[config.mk]
export PLATFORM = sky130hd
export DESIGN_NAME = lsu_mem_ctrl_flat
export DESIGN_NICKNAME = d
export VERILOG_FILES = /design/src/rtl/lsu_pkg.sv /design/src/rtl/lsu_mem_ctrl_if.sv /design/src/rtl/lsu_lane_align.sv /design/src/rtl/lsu_mem_ctrl.sv /design/src/flat_wrapper.sv
export SDC_FILE = /design/constraint.sdc
export NUM_CORES = 1
export LEC_CHECK = 0
export BUFFER_PORTS_ARGS = -buffer_cell sky130_fd_sc_hd__buf_2
export CAP_MARGIN = 25
export CELL_PAD_IN_SITES_DETAIL_PLACEMENT = 0
export CELL_PAD_IN_SITES_GLOBAL_PLACEMENT = 1
export CORE_MARGIN = 2
export CORE_UTILIZATION = 41
export DETAILED_ROUTE_END_ITERATION = 10
export GPL_TIMING_DRIVEN = 0
export HOLD_SLACK_MARGIN = 0.15
export PLACE_DENSITY = 0.93
export SYNTH_ARGS = -nofsm -noshare
export SYNTH_HDL_FRONTEND = slang
export SYNTH_SLANG_ARGS = --single-unit
export TNS_END_PERCENT = 10
[constraint.sdc]
create_clock -name clk -period 3.1 [get_ports clk]
set_input_delay 0.62 -clock clk [delete_from_list [all_inputs] [get_ports clk]]
set_output_delay 0.62 -clock clk [all_outputs]
set_load 0.005 [all_outputs]
[src/rtl/lsu_pkg.sv]
// Shared encodings and helpers for the load/store unit memory controller.
package lsu_pkg;

  localparam logic [1:0] SZ_BYTE = 2'b00;
  localparam logic [1:0] SZ_HALF = 2'b01;
  localparam logic [1:0] SZ_WORD = 2'b10;
  localparam logic [1:0] SZ_RSVD = 2'b11;

  typedef enum logic [1:0] {
    ST_IDLE  = 2'd0,
    ST_READ  = 2'd1,
    ST_WRITE = 2'd2,
    ST_RESP  = 2'd3
  } lsu_state_e;

  // Reserved size is reported through the same error path as misalignment.
  function automatic logic misaligned(input logic [1:0] size, input logic [1:0] lane);
    logic bad;
    bad = 1'b1;
    case (size)
      SZ_BYTE: bad = 1'b0;
      SZ_HALF: bad = lane[0];
      SZ_WORD: bad = (lane != 2'b00);
      default: bad = 1'b1;
    endcase
    return bad;
  endfunction

endpackage

[src/rtl/lsu_mem_ctrl_if.sv]
// Request/response handshake and data-memory bus between datapath, controller and memory.
// req_* and resp_* use valid/ready: a beat transfers on the rising edge where valid && ready;
// the source holds its payload stable while valid is high and ready is low.
interface lsu_mem_ctrl_if #(
  parameter int ADDR_WIDTH = 32
);

  logic                  req_valid;
  logic                  req_ready;
  logic                  req_we;
  logic [1:0]            req_size;
  logic                  req_signed;
  logic [ADDR_WIDTH-1:0] req_addr;
  logic [31:0]           req_wdata;

  logic                  resp_valid;
  logic                  resp_ready;
  logic [31:0]           resp_rdata;
  logic                  resp_err;

  logic [ADDR_WIDTH-1:0] mem_addr;
  logic                  mem_we;
  logic [31:0]           mem_wd;
  logic [31:0]           mem_rd;

  modport slave (
    input  req_valid, req_we, req_size, req_signed, req_addr, req_wdata,
    input  resp_ready, mem_rd,
    output req_ready, resp_valid, resp_rdata, resp_err,
    output mem_addr, mem_we, mem_wd
  );

  modport master (
    output req_valid, req_we, req_size, req_signed, req_addr, req_wdata,
    output resp_ready, mem_rd,
    input  req_ready, resp_valid, resp_rdata, resp_err,
    input  mem_addr, mem_we, mem_wd
  );

endinterface

[src/rtl/lsu_lane_align.sv]
// Combinational lane steering: extracts/extends load data and merges sub-word store data
// into the previously read memory word.
module lsu_lane_align
  import lsu_pkg::*;
(
  input  logic [31:0] rd_word,
  input  logic [31:0] wdata,
  input  logic [1:0]  lane,
  input  logic [1:0]  size,
  input  logic        sext,
  output logic [31:0] ld_data,
  output logic [31:0] st_data
);

  logic [7:0]  byte_v;
  logic [15:0] half_v;

  always_comb begin
    byte_v = 8'h00;
    case (lane)
      2'd0: byte_v = rd_word[7:0];
      2'd1: byte_v = rd_word[15:8];
      2'd2: byte_v = rd_word[23:16];
      default: byte_v = rd_word[31:24];
    endcase
    half_v = lane[1] ? rd_word[31:16] : rd_word[15:0];

    ld_data = 32'h0;
    case (size)
      SZ_BYTE: ld_data = {{24{sext & byte_v[7]}}, byte_v};
      SZ_HALF: ld_data = {{16{sext & half_v[15]}}, half_v};
      SZ_WORD: ld_data = rd_word;
      default: ld_data = 32'h0;
    endcase
  end

  // Untouched lanes keep the value read from memory so the full-word write is safe.
  always_comb begin
    st_data = rd_word;
    case (size)
      SZ_BYTE: begin
        case (lane)
          2'd0: st_data[7:0]   = wdata[7:0];
          2'd1: st_data[15:8]  = wdata[7:0];
          2'd2: st_data[23:16] = wdata[7:0];
          default: st_data[31:24] = wdata[7:0];
        endcase
      end
      SZ_HALF: begin
        if (lane[1]) st_data[31:16] = wdata[15:0];
        else         st_data[15:0]  = wdata[15:0];
      end
      SZ_WORD: st_data = wdata;
      default: st_data = rd_word;
    endcase
  end

endmodule

[src/rtl/lsu_mem_ctrl.sv]
// Single-outstanding load/store controller in front of a word-wide byte-addressed memory;
// sub-word stores are done as read-modify-write.
module lsu_mem_ctrl
  import lsu_pkg::*;
#(
  parameter int ADDR_WIDTH = 32,
  parameter int BYTE_SIZE  = 4
)(
  input  logic             clk,
  input  logic             rst_n,
  lsu_mem_ctrl_if.slave    bus,
  output logic [1:0]       dbg_state
);

  localparam int DATA_W = 8 * BYTE_SIZE;

  localparam logic [1:0] S_IDLE  = ST_IDLE;
  localparam logic [1:0] S_READ  = ST_READ;
  localparam logic [1:0] S_WRITE = ST_WRITE;
  localparam logic [1:0] S_RESP  = ST_RESP;

  logic [1:0]            state, state_nxt;
  logic [ADDR_WIDTH-1:0] addr_q;
  logic [1:0]            size_q;
  logic                  we_q;
  logic                  signed_q;
  logic                  err_q;
  logic [DATA_W-1:0]     wdata_q;
  logic [DATA_W-1:0]     rdata_q;
  logic [DATA_W-1:0]     ld_data;
  logic [DATA_W-1:0]     st_data;
  logic                  accept;
  logic                  req_bad;

  assign accept  = bus.req_valid && bus.req_ready;
  assign req_bad = misaligned(bus.req_size, bus.req_addr[1:0]);

  always_comb begin
    state_nxt = state;
    case (state)
      S_IDLE: begin
        if (accept) begin
          if (req_bad)                                state_nxt = S_RESP;
          else if (bus.req_we && bus.req_size == SZ_WORD) state_nxt = S_WRITE;
          else                                        state_nxt = S_READ;
        end
      end
      S_READ:  state_nxt = we_q ? S_WRITE : S_RESP;
      S_WRITE: state_nxt = S_RESP;
      S_RESP:  if (bus.resp_ready) state_nxt = S_IDLE;
      default: state_nxt = S_IDLE;
    endcase
  end

  always_ff @(posedge clk or negedge rst_n) begin
    if (!rst_n) begin
      state    <= S_IDLE;
      addr_q   <= '0;
      size_q   <= SZ_BYTE;
      we_q     <= 1'b0;
      signed_q <= 1'b0;
      err_q    <= 1'b0;
      wdata_q  <= '0;
      rdata_q  <= '0;
    end else begin
      state <= state_nxt;
      if (accept) begin
        addr_q   <= bus.req_addr;
        size_q   <= bus.req_size;
        we_q     <= bus.req_we;
        signed_q <= bus.req_signed;
        err_q    <= req_bad;
        wdata_q  <= bus.req_wdata;
      end
      if (state == S_READ) rdata_q <= bus.mem_rd;
    end
  end

  lsu_lane_align u_align (
    .rd_word (rdata_q),
    .wdata   (wdata_q),
    .lane    (addr_q[1:0]),
    .size    (size_q),
    .sext    (signed_q),
    .ld_data (ld_data),
    .st_data (st_data)
  );

  // All outputs decode from state, so an asynchronous reset clears them at once.
  assign bus.req_ready  = (state == S_IDLE);
  assign bus.resp_valid = (state == S_RESP);
  assign bus.resp_err   = (state == S_RESP) && err_q;
  assign bus.resp_rdata = ((state == S_RESP) && !err_q && !we_q) ? ld_data : '0;
  assign bus.mem_addr   = {addr_q[ADDR_WIDTH-1:2], 2'b00};
  assign bus.mem_we     = (state == S_WRITE);
  assign bus.mem_wd     = st_data;
  assign dbg_state      = state;

endmodule

[src/flat_wrapper.sv]
// flat-port wrapper written by rule: the top's interface ports become plain ports
module lsu_mem_ctrl_flat import lsu_pkg::*;
#(
  parameter int ADDR_WIDTH = 32,
  parameter int BYTE_SIZE  = 4
)
  (clk, rst_n, dbg_state, bus_req_valid, bus_req_we, bus_req_size, bus_req_signed, bus_req_addr, bus_req_wdata, bus_resp_ready, bus_mem_rd, bus_req_ready, bus_resp_valid, bus_resp_rdata, bus_resp_err, bus_mem_addr, bus_mem_we, bus_mem_wd);
  lsu_mem_ctrl_if #(.ADDR_WIDTH(ADDR_WIDTH)) bus_i ();
  input  logic clk;
  input  logic rst_n;
  output logic [1:0] dbg_state;
  input wire logic [$bits(bus_i.req_valid)-1:0] bus_req_valid;
  input wire logic [$bits(bus_i.req_we)-1:0] bus_req_we;
  input wire logic [$bits(bus_i.req_size)-1:0] bus_req_size;
  input wire logic [$bits(bus_i.req_signed)-1:0] bus_req_signed;
  input wire logic [$bits(bus_i.req_addr)-1:0] bus_req_addr;
  input wire logic [$bits(bus_i.req_wdata)-1:0] bus_req_wdata;
  input wire logic [$bits(bus_i.resp_ready)-1:0] bus_resp_ready;
  input wire logic [$bits(bus_i.mem_rd)-1:0] bus_mem_rd;
  output wire logic [$bits(bus_i.req_ready)-1:0] bus_req_ready;
  output wire logic [$bits(bus_i.resp_valid)-1:0] bus_resp_valid;
  output wire logic [$bits(bus_i.resp_rdata)-1:0] bus_resp_rdata;
  output wire logic [$bits(bus_i.resp_err)-1:0] bus_resp_err;
  output wire logic [$bits(bus_i.mem_addr)-1:0] bus_mem_addr;
  output wire logic [$bits(bus_i.mem_we)-1:0] bus_mem_we;
  output wire logic [$bits(bus_i.mem_wd)-1:0] bus_mem_wd;
  assign bus_i.req_valid = bus_req_valid;
  assign bus_i.req_we = bus_req_we;
  assign bus_i.req_size = bus_req_size;
  assign bus_i.req_signed = bus_req_signed;
  assign bus_i.req_addr = bus_req_addr;
  assign bus_i.req_wdata = bus_req_wdata;
  assign bus_i.resp_ready = bus_resp_ready;
  assign bus_i.mem_rd = bus_mem_rd;
  assign bus_req_ready = bus_i.req_ready;
  assign bus_resp_valid = bus_i.resp_valid;
  assign bus_resp_rdata = bus_i.resp_rdata;
  assign bus_resp_err = bus_i.resp_err;
  assign bus_mem_addr = bus_i.mem_addr;
  assign bus_mem_we = bus_i.mem_we;
  assign bus_mem_wd = bus_i.mem_wd;
  lsu_mem_ctrl #(.ADDR_WIDTH(ADDR_WIDTH), .BYTE_SIZE(BYTE_SIZE)) u_core (.clk(clk), .rst_n(rst_n), .bus(bus_i), .dbg_state(dbg_state));
endmodule
==> results of run 1 <==
[cell families (layout without fill, tap and decap cells)]
group,after synthesis,after routing,synth area share
AOI/OAI and AO/OA,116,116,0.146
adders and majority gates,4,4,0.00855
buffers and inverters,84,304,0.0866
DFF,103,103,0.440
muxes,126,126,0.242
other,1,2,0.000641
and+or+nand+nor,95,95,0.0761
[per-stage QoR]
stage | power, uW | hold slack, ns | util | instance area [um^2] | setup WS (ns)
floorplan | 5780 | 0.324 | - | 5860 | 1.13
global placement | 7480 | 0.488 | 0.509 | 7100 | 0.377
detailed placement | 7650 | 0.489 | 0.511 | 7130 | 0.638
CTS | 8820 | 0.290 | 0.532 | 7420 | 0.252
global route | 9390 | 0.333 | 0.532 | 7420 | 0.0930
finish | 8830 | 0.272 | 0.532 | 7420 | 0.202
[layout make-up]
class                   instances  area share
clock buffers                  13      0.0337
inverters                      18     0.00911
repair buffers                204       0.141
well taps                     180      0.0304
plain buffers                  66      0.0592
multi-input cells             343       0.374
flip-flops and latches        103       0.347
clock inverters                 3     0.00573
[layer usage]
layer  part of all wire  track usage  vias up
met4              0.030        0.102        0
met3              0.089       0.0669       45
met1               0.40        0.315     2509
li1                   -            -     2316
met2               0.48        0.407      283
met5                  0            0        -
[cells in the final DEF, fill, tap and decap left out, types with 10 or more instances in the layout]
master,n
o21ai_0,13
inv_1,18
nor2b_1,11
nor3_1,12
dfrtp_1,103
buf_2,217
mux2_2,112
a21oi_2,10
nand2_1,39
clkbuf_1,13
nor2_1,16
a21oi_1,22
mux2i_1,12
buf_4,38
[worst paths after layout]
| kind | endpoint | cells past startpoint | slack [ns] |
|---|---|---|---|
| worst min register to register | u_core.wdata_q[26]$_DFFE_PN0P_ | 1 | 0.50 |
| max in group asynchronous | u_core.wdata_q[25]$_DFFE_PN0P_ | 2 | 2.12 |
| worst max-delay path | bus_resp_rdata[13] | 6 | 0.20 |
| worst max register to register | u_core.rdata_q[24]$_DFFE_PN0N_ | 5 | 1.03 |
| worst min-delay path | u_core.addr_q[7]$_DFFE_PN0P_ | 1 | 0.27 |
| min in group clk | u_core.rdata_q[25]$_DFFE_PN0N_ | 3 | 0.49 |
[state kept, by name, summed over array words and instances, names as in the netlist]
signal	cells
u_core.wdata_q	32
u_core.dbg_state	2
u_core.we_q	1
u_core.signed_q	1
u_core.size_q	2
u_core.rdata_q	32
u_core.err_q	1
u_core.addr_q	32
[power by group]
group	switching, uW	internal [uW]	leakage, uW
Sequential	759	2040	0.00122
Clock	483	648	0.000140
Combinational	2390	2500	0.00221
Total	3640	5190	0.00357
==> results.ini, run 1 <==
[run_status]
status=complete, no violations

[grt]
grt_first_pass_wirelength_um=28100
grt.overflow.total=0
grt_max_degree=60
antenna_found_initial=0
grt_util_all_layers=0.250
grt_pass1_vias=5243

[yosys]
synth.top_cells.by_area=dfrtp_1, mux2_2, buf_4, nand2_1, mux2i_1
netlist_area_um2=5850
synth_edf_count=0
synth.largest_area_cell=dfrtp_1
ys.flop_type=dfrtp_1
synth_commonest_cells=mux2_2, dfrtp_1, nand2_1, buf_4, a21oi_1
yosysSeqAreaShare=0.440
synth_top_area_frac=0.440
syn_avg_cell_area_um2=11.1
yosys.cell_count.top_type=mux2_2
yosys.cell_types.count=47
yosysWarnings=0
async_flop_share=1.00
ys_seq_elements=103
postSynthCellCount=529

[placed_design]
numPortBuffers=203
dp_hpwl_um=14500
gp_congestion=0.912
place_inst=914

[worst_setup_path]
slowest_stage=dfrtp_1
crit_fanout=10
crit_family=buffers and inverters
crit_path_frequent_cell=buf_2
critPathKind=register to output port
cp_slowest_stage_delay_ns=0.46
r2r_start=u_core.dbg_state[1]$_DFFE_PN0P_
crit_chain=buf_2 -> buf_2 -> nor2_1 -> a22oi_1 -> a21oi_1 -> buf_2
worstSetupStartpointType=register
cp_num_buf_inv=3
arrival_ns=2.28
startpoint=u_core.size_q[1]$_DFFE_PN0P_
end_kind=output port
cp.required_ns=2.48

[sta]
setup_viol=0
hold_viol=0
tns_ns=0
rsz0062_at_grt=no
finalCritPeriodShare=0.935
tightest_slew_ns=0.775
finalCriticalPeriod_ns=2.90
max_clock_freq_ghz=0.345
relSlewSlack=0.481
finClkSkew_ns=0.00640
drv_slew=0

[hold_path]
hold_class=input port to async pin

[clock_network]
postCtsSetupBuffers=0
numCtsBuffers=9
clock_tree.root_cell=clkbuf_16
cts_hold_buf=0
clk_path_buf_depth=2
cts_tree=done
cts.repair.resized=0
clock_sinks=103
worstSkewPairLatency_ns=0.35
htreeDepth=3
clkSlewWorstSetupHoldPaths_ns=0.07

[die]
fp.dieW_um=123
start_util=0.420
die_h_um=123
rows=43
core_area_um2=13900
ios=206
dieArea_um2=15200

[run]
cap_violations=0

[routing]
postRouteAntennaNets=0
initialDrtViolationCount=451
vias=5153
routed_wl_um=19000
drt-vias-per-instance=5.54
wl_per_cell_um=20.4
drt_pre_antenna_iters=6
drc=0

[layout]
num_antenna_cells=0
synthToLayoutAreaGrowth_pct=26.8
final_nets=853
n_fill_cell=1246
multi_input_area_um2=2770
final_cells=930
regArea_um2=2580
drive_gt1_frac=0.540

[pwr]
p_leak_uw=0.00357
pwr_density_cell_nw_per_um2=1190
vdd_drop_max_uv=480

Note: power is estimated with default switching activity, not from simulation.
==> inputs of run 2 (changes only) <==
BUFFER_PORTS_ARGS = default   (was -buffer_cell sky130_fd_sc_hd__buf_2)
CORE_UTILIZATION = 49   (was 41)
DONT_BUFFER_PORTS = 1   (was default)
PLACE_DENSITY = 0.88   (was 0.93)
clock period = 3.3 ns   (was 3.1 ns; I/O delays follow)
==> run 2 against run 1 <==
Against the previous run: register-to-register slack improved by 0.22 ns; combinational power fell by 20%; worst hold slack got worse by 0.041 ns; final cell count fell by 26%; sequential share of layout area rose by 5.8 points; critical path depth fell by 1; count of clock-buffer cells in the layout fell by 4; die area fell by 16%; final area fell by 14%; critical path type unchanged; largest cell class unchanged; largest power group unchanged.
==> results.ini, run 2 (synthesized netlist as in run 1, its figures left out) <==
[sta]
drv_slew=0  ; unchanged
max_clock_freq_ghz=0.357
relSlewSlack=0.498  ; +0.0169
tns_ns=0  ; unchanged
tightest_slew_ns=0.753  ; -0.0219 ns
finalCritPeriodShare=0.849
setup_viol=0  ; unchanged
rsz0062_at_grt=no
finalCriticalPeriod_ns=2.80
hold_viol=0  ; unchanged
finClkSkew_ns=0.00462  ; -0.00178 ns

[layout]
stdcell_area_um2=6360  ; -14%
synthToLayoutAreaGrowth_pct=8.70
num_antenna_cells=0  ; unchanged
final_cell_mix=mux2_2, dfrtp_1, nand2_1
final_common_cell=mux2_2
final_nets=650  ; -24%
drive_gt1_frac=0.375  ; -0.165
largestRegisters=u_core.addr_q (32), u_core.rdata_q (32), u_core.wdata_q (32)

[routing]
postRouteAntennaNets=0  ; unchanged
initialDrtViolationCount=307  ; -32%
routed_wl_um=17100  ; -9.7%
drt_pre_antenna_iters=5  ; -1
drc=0  ; unchanged
vias=4373  ; -15%
wl_per_cell_um=24.8  ; +22%
drt-vias-per-instance=6.34  ; +14%

[die]
fp.dieW_um=113  ; -8.3%
rows=39  ; -9.3%
start_util=0.508  ; +0.0882
dieArea_um2=12800  ; -16%
die_h_um=113  ; -8.3%
ios=206  ; unchanged
core_area_um2=11500  ; -17%

[pwr]
p_comb_frac=0.515  ; -0.040
switching_share=0.423  ; +0.0107
p_leak_uw=0.00271  ; -24%
switching_power_uw=3220  ; -11%
seqPwrFrac=0.345  ; +0.028
pwr_density_cell_nw_per_um2=1200  ; +0.65%
vdd_drop_max_uv=611  ; +27%
clkPwrFrac=0.141  ; +0.013
power.internal_uw=4400  ; -15%

[worst_setup_path]
cp.required_ns=2.64  ; +0.16 ns
reg2reg_depth=5  ; unchanged
timing.rr.end=u_core.rdata_q[25]$_DFFE_PN0N_
critPathKind=register to output port
end_kind=output port
arrival_ns=2.14  ; -0.14 ns
reg2reg_slack_ns=1.25  ; +0.22 ns
r2r_start=u_core.dbg_state[1]$_DFFE_PN0P_
crit_fanout=10  ; unchanged
worstSetupStartpointType=register

[placed_design]
numPortBuffers=0  ; -100%
gp_congestion=0.908  ; -0.43%
dp_hpwl_um=12900  ; -11%
placed_area_um2=6030  ; -15%

[run_status]
status=complete, no violations

[grt]
grt_pass1_vias=4610  ; -12%
grt.overflow.total=0  ; unchanged
grt_max_degree=104  ; +73%
grt_first_pass_wirelength_um=26000  ; -7.4%
grt_util_all_layers=0.269  ; +0.0193
antenna_found_initial=0  ; unchanged

[clock_network]
clock_tree.root_cell=clkbuf_16
htreeDepth=3  ; unchanged
numCtsBuffers=9  ; unchanged
cts.repair.resized=0  ; unchanged
worstSkewPairLatency_ns=0.36  ; about the same
clock_sinks=103  ; unchanged
clk_path_buf_depth=2  ; unchanged
cts_tree=done
clkSlewWorstSetupHoldPaths_ns=0.07  ; about the same

[run]
cap_violations=0  ; unchanged

[hold_path]
hold_class=input port to async pin

## run 2: cell types whose count changed in the layout (fill, tap and decap cells not counted), sizes merged
cell	before	now
buf	260	57
clkbuf	23	19
clkinv	1	5
## run 2: area by class of cell
cell class                 count  area [um^2]
inverter                      18         67.6
timing repair buffer           1         27.5
tap                          143          179
fill                        1021         5150
sequential                   103         2580
clock inverter                 7         73.8
clock buffer                   9          225
buffer                        66          439
multi-input combinational    343         2770
## run 2: metal layers
metal	global-route usage	wire (um)
met3	0.0771	1510
met5	0	0
met4	0.108	502
met2	0.441	8290
met1	0.337	6820
## run 2: worst max-delay path: stages (launching register included)
cell and delay [ns]:
dfrtp_1 0.41, buf_4 0.20, nand2b_1 0.28, nor2_1 0.48
nand2_1 0.11, a21oi_1 0.30
## run 2: worst max path at each step
stage | to | slack (ns) | start | cells past startpoint
after floorplan | bus_mem_wd[10] | 1.29 | u_core.addr_q[1]$_DFFE_PN0P_ | 5
after global placement | bus_resp_rdata[6] | 0.95 | u_core.size_q[0]$_DFFE_PN0P_ | 5
after detailed placement | bus_resp_rdata[6] | 0.94 | u_core.size_q[0]$_DFFE_PN0P_ | 5
after CTS | bus_resp_rdata[6] | 0.54 | u_core.size_q[0]$_DFFE_PN0P_ | 5
after global routing | bus_resp_rdata[12] | 0.41 | u_core.size_q[1]$_DFFE_PN0P_ | 5
final | bus_resp_rdata[6] | 0.50 | u_core.size_q[0]$_DFFE_PN0P_ | 5
## run 2: metrics by stage
step | hold slack, ns | total power, uW | utilization | std cells | worst slack, ns
2_1_floorplan | 0.364 | 5430 | - | 530 | 1.29
3_3_place_gp | 0.367 | 6370 | 0.524 | 673 | 0.951
3_5_place_dp | 0.368 | 6500 | 0.524 | 673 | 0.943
4_1_cts | 0.258 | 7620 | 0.552 | 690 | 0.545
5_1_grt | 0.270 | 8080 | 0.552 | 690 | 0.407
6_report | 0.230 | 7620 | 0.552 | 690 | 0.497
## run 2: power by group through the flow
stage / Combinational, uW / Sequential [uW] / Clock, uW
floorplan: 3110 / 2310 / 0
CTS: 3910 / 2610 / 1090
global placement: 3770 / 2600 / 0
finish: 3920 / 2620 / 1070
global route: 4240 / 2700 / 1150
detailed placement: 3870 / 2630 / 0
## run 2: repair_timing
action	CTS	global route
hold buffers	1	0
endpoints found under the hold margin	103	0
buffers inserted	0	0
endpoints found under the setup margin	0	0
